<file path="config.mk">
export PLATFORM = sky130hd
export DESIGN_NAME = ste_microwire_rx
export DESIGN_NICKNAME = d
export VERILOG_FILES = /design/src/rtl/ste_microwire_rx.sv
export SDC_FILE = /design/constraint.sdc
export NUM_CORES = 1
export LEC_CHECK = 0
export BUFFER_PORTS_ARGS = -buffer_cell sky130_fd_sc_hd__buf_2
export CAP_MARGIN = 20
export CORE_MARGIN = 4
export CORE_UTILIZATION = 45
export DETAILED_ROUTE_END_ITERATION = 8
export PLACE_DENSITY_LB_ADDON = 0.12
export SYNTH_ARGS = -nofsm -noshare
export SYNTH_HDL_FRONTEND = slang
export SYNTH_SLANG_ARGS = --single-unit
</file>
<file path="constraint.sdc">
create_clock -name clk32 -period 4.1 [get_ports clk32]
set_clock_uncertainty 0.05 [all_clocks]
set_input_delay 0.41 -clock clk32 [delete_from_list [all_inputs] [get_ports clk32]]
set_output_delay 0.41 -clock clk32 [all_outputs]
set_load 0.02 [all_outputs]
</file>
<file path="src/rtl/ste_microwire_rx.sv">
// STE microwire receiver: synchronises the DMA-sound microwire stream, decodes
// LMC1992 commands into the audio control registers and derives channel attenuation.
module ste_microwire_rx #(
    parameter int unsigned SLOT_LEN  = 32,
    parameter int unsigned SAMPLE_PH = 15
) (
    input  logic       clk32,
    input  logic       reset,
    input  logic       mw_clk,
    input  logic       mw_data,
    input  logic       mw_done,
    output logic [5:0] master_vol,
    output logic [4:0] left_vol,
    output logic [4:0] right_vol,
    output logic [3:0] bass,
    output logic [3:0] treble,
    output logic [1:0] mix,
    output logic [5:0] atten_l,
    output logic [5:0] atten_r,
    output logic       cmd_valid,
    output logic       cmd_err
);
    localparam int unsigned PH_W  = (SLOT_LEN > 1) ? $clog2(SLOT_LEN) : 1;
    localparam int unsigned SR_W  = 11;
    localparam int unsigned CNT_W = 4;

    typedef enum logic [1:0] {
        ST_IDLE,
        ST_SHIFT,
        ST_GAP,
        ST_DECODE
    } state_e;

    logic [2:0]       clk_sync_q;
    logic [1:0]       data_sync_q;
    logic [2:0]       done_sync_q;
    state_e           state_q, state_d;
    logic [PH_W-1:0]  phase_q, phase_d;
    logic [CNT_W-1:0] cnt_q, cnt_d;
    logic [SR_W-1:0]  sr_q, sr_d;
    logic [5:0]       master_q, master_d;
    logic [4:0]       left_q, left_d;
    logic [4:0]       right_q, right_d;
    logic [3:0]       bass_q, bass_d;
    logic [3:0]       treble_q, treble_d;
    logic [1:0]       mix_q, mix_d;
    logic [5:0]       atten_l_q, atten_l_d;
    logic [5:0]       atten_r_q, atten_r_d;
    logic             valid_q, valid_d;
    logic             err_q, err_d;
    logic             clk_rise_c, clk_fall_c, done_rise_c, cmd_ok_c;
    logic [6:0]       sum_l_c, sum_r_c;

    assign clk_rise_c  = clk_sync_q[1] & ~clk_sync_q[2];
    assign clk_fall_c  = ~clk_sync_q[1] & clk_sync_q[2];
    assign done_rise_c = done_sync_q[1] & ~done_sync_q[2];

    // Next-state, deserialiser and command decode
    always_comb begin
        state_d   = state_q;
        phase_d   = (phase_q == PH_W'(SLOT_LEN - 1)) ? '0 : phase_q + PH_W'(1);
        cnt_d     = cnt_q;
        sr_d      = sr_q;
        master_d  = master_q;
        left_d    = left_q;
        right_d   = right_q;
        bass_d    = bass_q;
        treble_d  = treble_q;
        mix_d     = mix_q;
        valid_d   = 1'b0;
        err_d     = 1'b0;
        cmd_ok_c  = 1'b0;

        if (clk_rise_c) begin
            phase_d = '0;
        end

        case (state_q)
            ST_IDLE:   if (clk_rise_c) state_d = ST_SHIFT;
            ST_SHIFT:  if (clk_fall_c) state_d = ST_GAP;
            ST_GAP:    if (clk_rise_c) state_d = ST_SHIFT;
            ST_DECODE: state_d = ST_IDLE;
            default:   state_d = ST_IDLE;
        endcase
        if (done_rise_c) begin
            state_d = ST_DECODE;
        end

        // A fresh transfer restarts framing; GAP->SHIFT keeps accumulating masked bits
        if (state_q == ST_IDLE && state_d == ST_SHIFT) begin
            cnt_d = '0;
            sr_d  = '0;
        end
        if (state_q == ST_DECODE) begin
            cnt_d = '0;
            sr_d  = '0;
        end
        if (state_q == ST_SHIFT && phase_q == PH_W'(SAMPLE_PH)) begin
            sr_d  = {sr_q[SR_W-2:0], data_sync_q[1]};
            cnt_d = (cnt_q == '1) ? cnt_q : cnt_q + CNT_W'(1);
        end

        // Decode sees this cycle's sample, so a coincident sample point is not lost
        cmd_ok_c = (cnt_d == CNT_W'(SR_W)) && (sr_d[10:9] == 2'b10) && (sr_d[8:7] != 2'b11);
        if (done_rise_c) begin
            if (cmd_ok_c) begin
                valid_d = 1'b1;
                case (sr_d[8:6])
                    3'b011:  master_d = (sr_d[5:0] > 6'd40) ? 6'd40 : sr_d[5:0];
                    3'b101:  left_d   = (sr_d[5:0] > 6'd20) ? 5'd20 : sr_d[4:0];
                    3'b100:  right_d  = (sr_d[5:0] > 6'd20) ? 5'd20 : sr_d[4:0];
                    3'b010:  treble_d = (sr_d[5:0] > 6'd12) ? 4'd12 : sr_d[3:0];
                    3'b001:  bass_d   = (sr_d[5:0] > 6'd12) ? 4'd12 : sr_d[3:0];
                    default: mix_d    = sr_d[1:0];
                endcase
            end else begin
                err_d = 1'b1;
            end
        end

        sum_l_c   = (7'd40 - 7'(master_q)) + (7'd20 - 7'(left_q));
        sum_r_c   = (7'd40 - 7'(master_q)) + (7'd20 - 7'(right_q));
        atten_l_d = (sum_l_c > 7'd63) ? 6'd63 : sum_l_c[5:0];
        atten_r_d = (sum_r_c > 7'd63) ? 6'd63 : sum_r_c[5:0];
    end

    always_ff @(posedge clk32) begin
        if (reset) begin
            clk_sync_q  <= '0;
            data_sync_q <= '0;
            done_sync_q <= '0;
            state_q     <= ST_IDLE;
            phase_q     <= '0;
            cnt_q       <= '0;
            sr_q        <= '0;
            master_q    <= 6'd40;
            left_q      <= 5'd20;
            right_q     <= 5'd20;
            bass_q      <= 4'd6;
            treble_q    <= 4'd6;
            mix_q       <= 2'd1;
            atten_l_q   <= '0;
            atten_r_q   <= '0;
            valid_q     <= 1'b0;
            err_q       <= 1'b0;
        end else begin
            clk_sync_q  <= {clk_sync_q[1:0], mw_clk};
            data_sync_q <= {data_sync_q[0], mw_data};
            done_sync_q <= {done_sync_q[1:0], mw_done};
            state_q     <= state_d;
            phase_q     <= phase_d;
            cnt_q       <= cnt_d;
            sr_q        <= sr_d;
            master_q    <= master_d;
            left_q      <= left_d;
            right_q     <= right_d;
            bass_q      <= bass_d;
            treble_q    <= treble_d;
            mix_q       <= mix_d;
            atten_l_q   <= atten_l_d;
            atten_r_q   <= atten_r_d;
            valid_q     <= valid_d;
            err_q       <= err_d;
        end
    end

    assign master_vol = master_q;
    assign left_vol   = left_q;
    assign right_vol  = right_q;
    assign bass       = bass_q;
    assign treble     = treble_q;
    assign mix        = mix_q;
    assign atten_l    = atten_l_q;
    assign atten_r    = atten_r_q;
    assign cmd_valid  = valid_q;
    assign cmd_err    = err_q;

endmodule

</file>
==> results.toml, run 1 <==
[drt]
post-route-drc-count = 0
route.detailed.wl_per_inst_um = 14.7
drt_iter0_drc = 111
drt-pass1-iter-count = 5
viasPerCell = 5.30
totalWireLength_um = 8080
routed-via-count = 2910
antenna_left = 0

[die]
row_count = 32
dieWidth_um = 97.3
initial_core_util = 0.464
io_pins = 45
dieArea_mm2 = 0.00946
area_of_the_core_region_mm2 = 0.00773
die_height_um = 97.3

[worst_setup_path]
critPathKind = "reg2reg"
critical_path.endpoint_type = "register"
timing.critical_path.fanout_max = 17
worst-r2r-setup-slack_ns = 0.56
cp.arrival_ns = 3.72
cp-start-kind = "register"
crit_required_ns = 4.28

[clock_network]
post-cts-setup-buffers = 0
maximum_clock_insertion_buffer_count = 2
clock_tree_from_tritoncts = "done"
numCtsBuffers = 9
root_buffer = "clkbuf_8"
cts_max_level = 3
tritoncts_num_sinks = 70
cts_repair_resize_count = 0
insertion_delay_ns = 0.34
path_clk_slew_ns = 0.08
cts_hold_buf = 0

[timing]
post_route_minimum_period_ns = 3.54
min_period_over_period = 0.864
count_of_endpoints_failing_hold_in_the_final_timing_report = 0
drv_slew = 0
slew-limit-headroom = 0.365
rsz0062_at_grt = "no"
fmaxAchievable_ghz = 0.282
worst-slew-pin-transition_ns = 0.929
setup-violations-final = 0
fin_tns_setup_ns = 0

[layout]
layoutNonFillerInstCount = 549
mostFrequentLayoutCells = "70 x dfxtp_1, 44 x buf_2, 28 x nor2_1, 26 x a21oi_1, 25 x nand2_1"
layout_utilization = 0.543
layout.nets = 466
insertedDiodeCount = 0
areaGrowthSynthToFinish_pct = 17.0
drive_above_1_share = 0.159
final_common_cell = "dfxtp_1"
layout.filler_cells = 740

[place]
io_buffer_count = 44
placed_cells = 533
gp_routability_congestion = 0.827
placed_wire_length_estimate_um = 5970

[power_and_ir_drop]
p_sw_frac = 0.186
total_switching_power_mw = 0.299
vdd_drop_max_v = 0.000193
power.total_mw = 1.61
internal_power_mw = 1.31
p_comb_frac = 0.024
power.density_cell_area_mw_per_mm2 = 383
share_seq_of_total_power = 0.431
p_clk_frac = 0.544
leakage_nw = 1.91

[synth]
syn_area_per_cell_um2 = 8.92
total_nets_after_synthesis = 426
syn-cell-area_mm2 = 0.00358
ys_top_cells_by_area = "dfxtp_1 39%, mux2i_1 6.1%, ha_1 5.9%"
synth_cells = 402
netlist.area_leader.share = 0.391
yosys_warnings = 0
postSynth.topFlopCell = "dfxtp_1"
post-synth-top-area-cell = "dfxtp_1"
postSynthRegisterBits = 70
synth-edff-count = 0
seq_area_frac_synth = 0.391
synth_cell_types = 57
asyncSetResetFlopFracSynth = 0

[grt]
grt_first_pass_wirelength_um = 13500
first_global_vias = 2758
grt_remaining_overflow = 0
antenna_violations_before_repair = 0
gr-usage-all-layers = 0.171
pin_count_of_the_biggest_net_entering_global_routing = 44

[min_path]
worstHoldPathType = "in2reg"

[job]
drv_cap = 0

[run_status]
result_of_the_run = "finished, final reports clean"
[kinds of logic (layout without fill, tap and decap cells)]
group | after synthesis | count (layout) | synth area share
AOI/OAI and AO/OA | 81 | 81 | 0.151
xor gates and xnor gates | 25 | 25 | 0.0611
buffers and inverters | 34 | 79 | 0.0363
adders and majority gates | 19 | 19 | 0.0705
muxes | 23 | 23 | 0.0646
and+or+nand+nor | 150 | 150 | 0.225
DFF | 70 | 70 | 0.391
[final timing paths]
| kind | startpoint | end | cells past startpoint |
|---|---|---|---|
| max reg2reg | phase_q[0] | left_vol[4] | 10 |
| min | mw_clk | clk_sync_q[0] | 2 |
| max | phase_q[0] | left_vol[4] | 10 |
| min reg2reg | done_sync_q[0] | done_sync_q[1] | 1 |
[routing by layer]
layer / global-route usage / wire [um] / vias up
met3: 0.0438 / 274 / 4
met2: 0.275 / 3850 / 47
met1: 0.227 / 3880 / 1368
li1: - / - / 1491
met5: 0 / 0 / -
met4: 0.0511 / 73 / 0
[power by group through the flow]
stage / sequential (mW) / clock [mW] / combinational [mW]
3_5_place_dp: 0.708 / 0 / 0.0396
2_1_floorplan: 0.706 / 0 / 0.0308
3_3_place_gp: 0.708 / 0 / 0.0390
6_report: 0.692 / 0.874 / 0.0393
4_1_cts: 0.692 / 0.892 / 0.0395
5_1_grt: 0.693 / 0.921 / 0.0443
[cells in the mapped netlist (3+ instances only)]
master / count
and2_1: 7
nor2b_1: 20
nand2_1: 25
a21oi_1: 26
nor2_1: 28
xor2_1: 7
mux2i_1: 22
and3_1: 10
nor3_1: 6
dfxtp_1: 70
inv_1: 18
nand3b_1: 3
nand4_1: 3
ha_1: 17
xnor2_1: 18
clkbuf_1: 13
nand3_1: 16
or3_1: 4
a2111oi_0: 5
a21o_1: 4
o21a_1: 3
a31oi_1: 3
and4_1: 3
nand2b_1: 17
o21ai_0: 13
[area by class of cell]
class                      instances  area [um2]  area share
clock buffer                      10         138      0.0328
timing repair buffer              45         228      0.0543
multi-input combinational        298        2050       0.489
sequential                        70        1400       0.334
tap                              102         128      0.0304
inverter                          18        67.6      0.0161
clock inverter                     6         180      0.0429
[through the flow]
stage | setup slack (ns) | area [um2] | hold WS [ns]
after floorplan | 1.19 | 3580 | 0.364
after global placement | 0.709 | 3880 | 0.369
after detailed placement | 0.575 | 3880 | 0.375
after CTS | 0.551 | 4200 | 0.218
after global routing | 0.346 | 4200 | 0.228
final | 0.557 | 4200 | 0.237
[state kept, by name, indices dropped and copies added (netlist names)]
| register | count |
|---|---|
| sr_q | 11 |
| atten_r | 6 |
| clk_sync_q | 3 |
| mix | 2 |
| data_sync_q | 2 |
| treble | 4 |
| cnt_q | 4 |
| cmd_err | 1 |
| left_vol | 5 |
| phase_q | 5 |
| right_vol | 5 |
| atten_l | 6 |
| cmd_valid | 1 |
| state_q | 2 |
| bass | 4 |
| done_sync_q | 3 |
| master_vol | 6 |
[worst max-delay path: stages, from the launching register on]
cell and delay, ns:
dfxtp_1 0.36, ha_1 0.19, and3_1 0.20, ha_1 0.21
and3b_1 0.56, nand2_1 0.19, or3_1 0.39, a2111o_1 0.50
nor3_4 0.34, nand2_2 0.15, a211o_1 0.31
(Power assumes the default switching activity.)
==> run 2: changes to the inputs <==
==> constraint.sdc (replaced) <==
create_clock -name clk32 -period 4.1 [get_ports clk32]
set_clock_uncertainty 0.05 [all_clocks]
set_input_delay 0 -clock clk32 [delete_from_list [all_inputs] [get_ports clk32]]
set_output_delay 0 -clock clk32 [all_outputs]
set_load 0.02 [all_outputs]
==> run 2 against run 1 <==
  * Critical path depth stayed put
  * Die area stayed put
  * Global-route usage rose by 0.45 points
  * Largest power group is now sequential cells
  * Sequential power is essentially flat
  * Register-to-register slack gained 0.03 ns
==> results.toml, run 2 (same netlist as run 1, synthesis figures left out) <==
[grt]
antenna_violations_before_repair = 0
grt_remaining_overflow = 0
pin_count_of_the_biggest_net_entering_global_routing = 48
first_global_vias = 2761
grt_first_pass_wirelength_um = 13700
gr-usage-all-layers = 0.176

[timing]
post_route_minimum_period_ns = 3.51
rsz0062_at_grt = "no"
slew-limit-headroom = 0.345
fmaxAchievable_ghz = 0.285
fin_tns_setup_ns = 0
setup-violations-final = 0
min_period_over_period = 0.856
drv_slew = 0
holdWs_ns = 0.0567
worst_setup_margin_ns = 0.589
count_of_endpoints_failing_hold_in_the_final_timing_report = 0
worst-slew-pin-transition_ns = 0.958

[drt]
post-route-drc-count = 0
routed-via-count = 2964
drt_iter0_drc = 129
antenna_left = 0
drt-pass1-iter-count = 4
totalWireLength_um = 8150
route.detailed.wl_per_inst_um = 14.8
viasPerCell = 5.37

[layout]
largest_register_ffs = 11
final-seq-area_mm2 = 0.00140
regMostFlops = "sr_q"
multi_input_comb_area_mm2 = 0.00205
layout_utilization = 0.527
areaGrowthSynthToFinish_pct = 13.7
mostFrequentLayoutCells = "70 x dfxtp_1, 44 x buf_2, 28 x nor2_1, 26 x a21oi_1, 25 x nand2_1"
final_common_cell = "dfxtp_1"
layoutNonFillerInstCount = 552
insertedDiodeCount = 0
fin_area_mm2 = 0.00408
layout.filler_cells = 761
drive_above_1_share = 0.153
layout.nets = 469

[die]
area_of_the_core_region_mm2 = 0.00773
io_pins = 45
dieWidth_um = 97.3
row_count = 32
die_height_um = 97.3
dieArea_mm2 = 0.00946
initial_core_util = 0.464

[worst_setup_path]
worst-r2r-setup-slack_ns = 0.59
worst-r2r-cell-count = 10
r2r_start = "phase_q[0]"
cp.arrival_ns = 3.69
endpoint_of_the_worst_register_to_register_path = "left_vol[4]"
critical-path-slowest-cell = "and3b_1"
worst_setup_path_endpoint = "left_vol[4]"
critPathKind = "reg2reg"
max_stage_delay_ns = 0.55
cpMostUsedCell = "ha_1"
critical_path.cell_chain = "ha_1 > and3_1 > ha_1 > and3b_1 > nand2_1 > or3_1 > a2111o_1 > nor3_4 > nand2_2 > a211o_1"
setup.worst_path.start = "phase_q[0]"
critical_path.endpoint_type = "register"
crit_required_ns = 4.28
cp-start-kind = "register"
timing.critical_path.fanout_max = 17

[clock_network]
path_clk_slew_ns = 0.08
root_buffer = "clkbuf_8"
cts_max_level = 3
numCtsBuffers = 9
tritoncts_num_sinks = 70
post-cts-setup-buffers = 0
insertion_delay_ns = 0.34
maximum_clock_insertion_buffer_count = 2
clock_tree_from_tritoncts = "done"

[run_status]
result_of_the_run = "finished, final reports clean"

[place]
placed_cells = 533
gp_routability_congestion = 0.829
place_area_mm2 = 0.00388
dpl_worst_slack_ns = 0.590
io_buffer_count = 44
placed_wire_length_estimate_um = 6020

[power_and_ir_drop]
leakage_nw = 1.85
power.density_cell_area_mw_per_mm2 = 300
vdd_drop_max_v = 0.000195
power.total_mw = 1.22

[job]
drv_cap = 0

[min_path]
worstHoldPathType = "in2reg"
-- run 2: cell count changes in the layout (fill, tap and decap cells not counted), sizes merged --
cell,previous run,this run
bufinv,6,0
clkbuf,10,12
clkinv,0,3
clkinvlp,0,1
dlygate4sd3,0,3
-- run 2: repair_timing --
action	CTS	global route
hold buffers	3	0
resized for setup	0	0
hold endpoints to repair	3	0
-- run 2: how the worst min path moves through the flow --
stage	from	endpoint	slack, ns	depth (start not counted)
finish	reset	sr_q[10]	0.06	2
global route	reset	sr_q[6]	0.08	2
CTS	reset	sr_q[10]	0.05	2
detailed placement	mw_data	data_sync_q[0]	0.17	2
global placement	mw_clk	clk_sync_q[0]	0.16	2
floorplan	reset	sr_q[2]	0.03	1
-- run 2: cell type report --
cell class,instances,share of cell area
clock buffers,12,0.0356
multi-input cells,298,0.504
inverters,18,0.0166
flip-flops and latches,70,0.344
repair buffers,48,0.0632
clock inverters,4,0.00553
well taps,102,0.0313
-- run 2: worst max-delay path: cells and delay by family, from the launching register on --
family,cells,cell delay (ns)
flip-flops,1,0.36
adder cells (fa/ha/maj),2,0.40
AND/OR/NAND/NOR,6,1.78
AO/OA/AOI/OAI,2,0.80
-- run 2: routing by layer --
layer,track usage,vias to the layer above,share of wire
met5,0,-,0
met4,0.0607,0,0.016
met3,0.0380,11,0.034
met2,0.277,47,0.46
met1,0.239,1405,0.49
li1,-,1501,-
-- run 2: where the power goes --
group / switching (mW) / internal (mW) / leakage (nW) / total (mW)
Combinational: 0.0258 / 0.0158 / 1.20 / 0.0416
Clock: 0.256 / 0.234 / 0.0861 / 0.489
Sequential: 0.00597 / 0.687 / 0.566 / 0.693
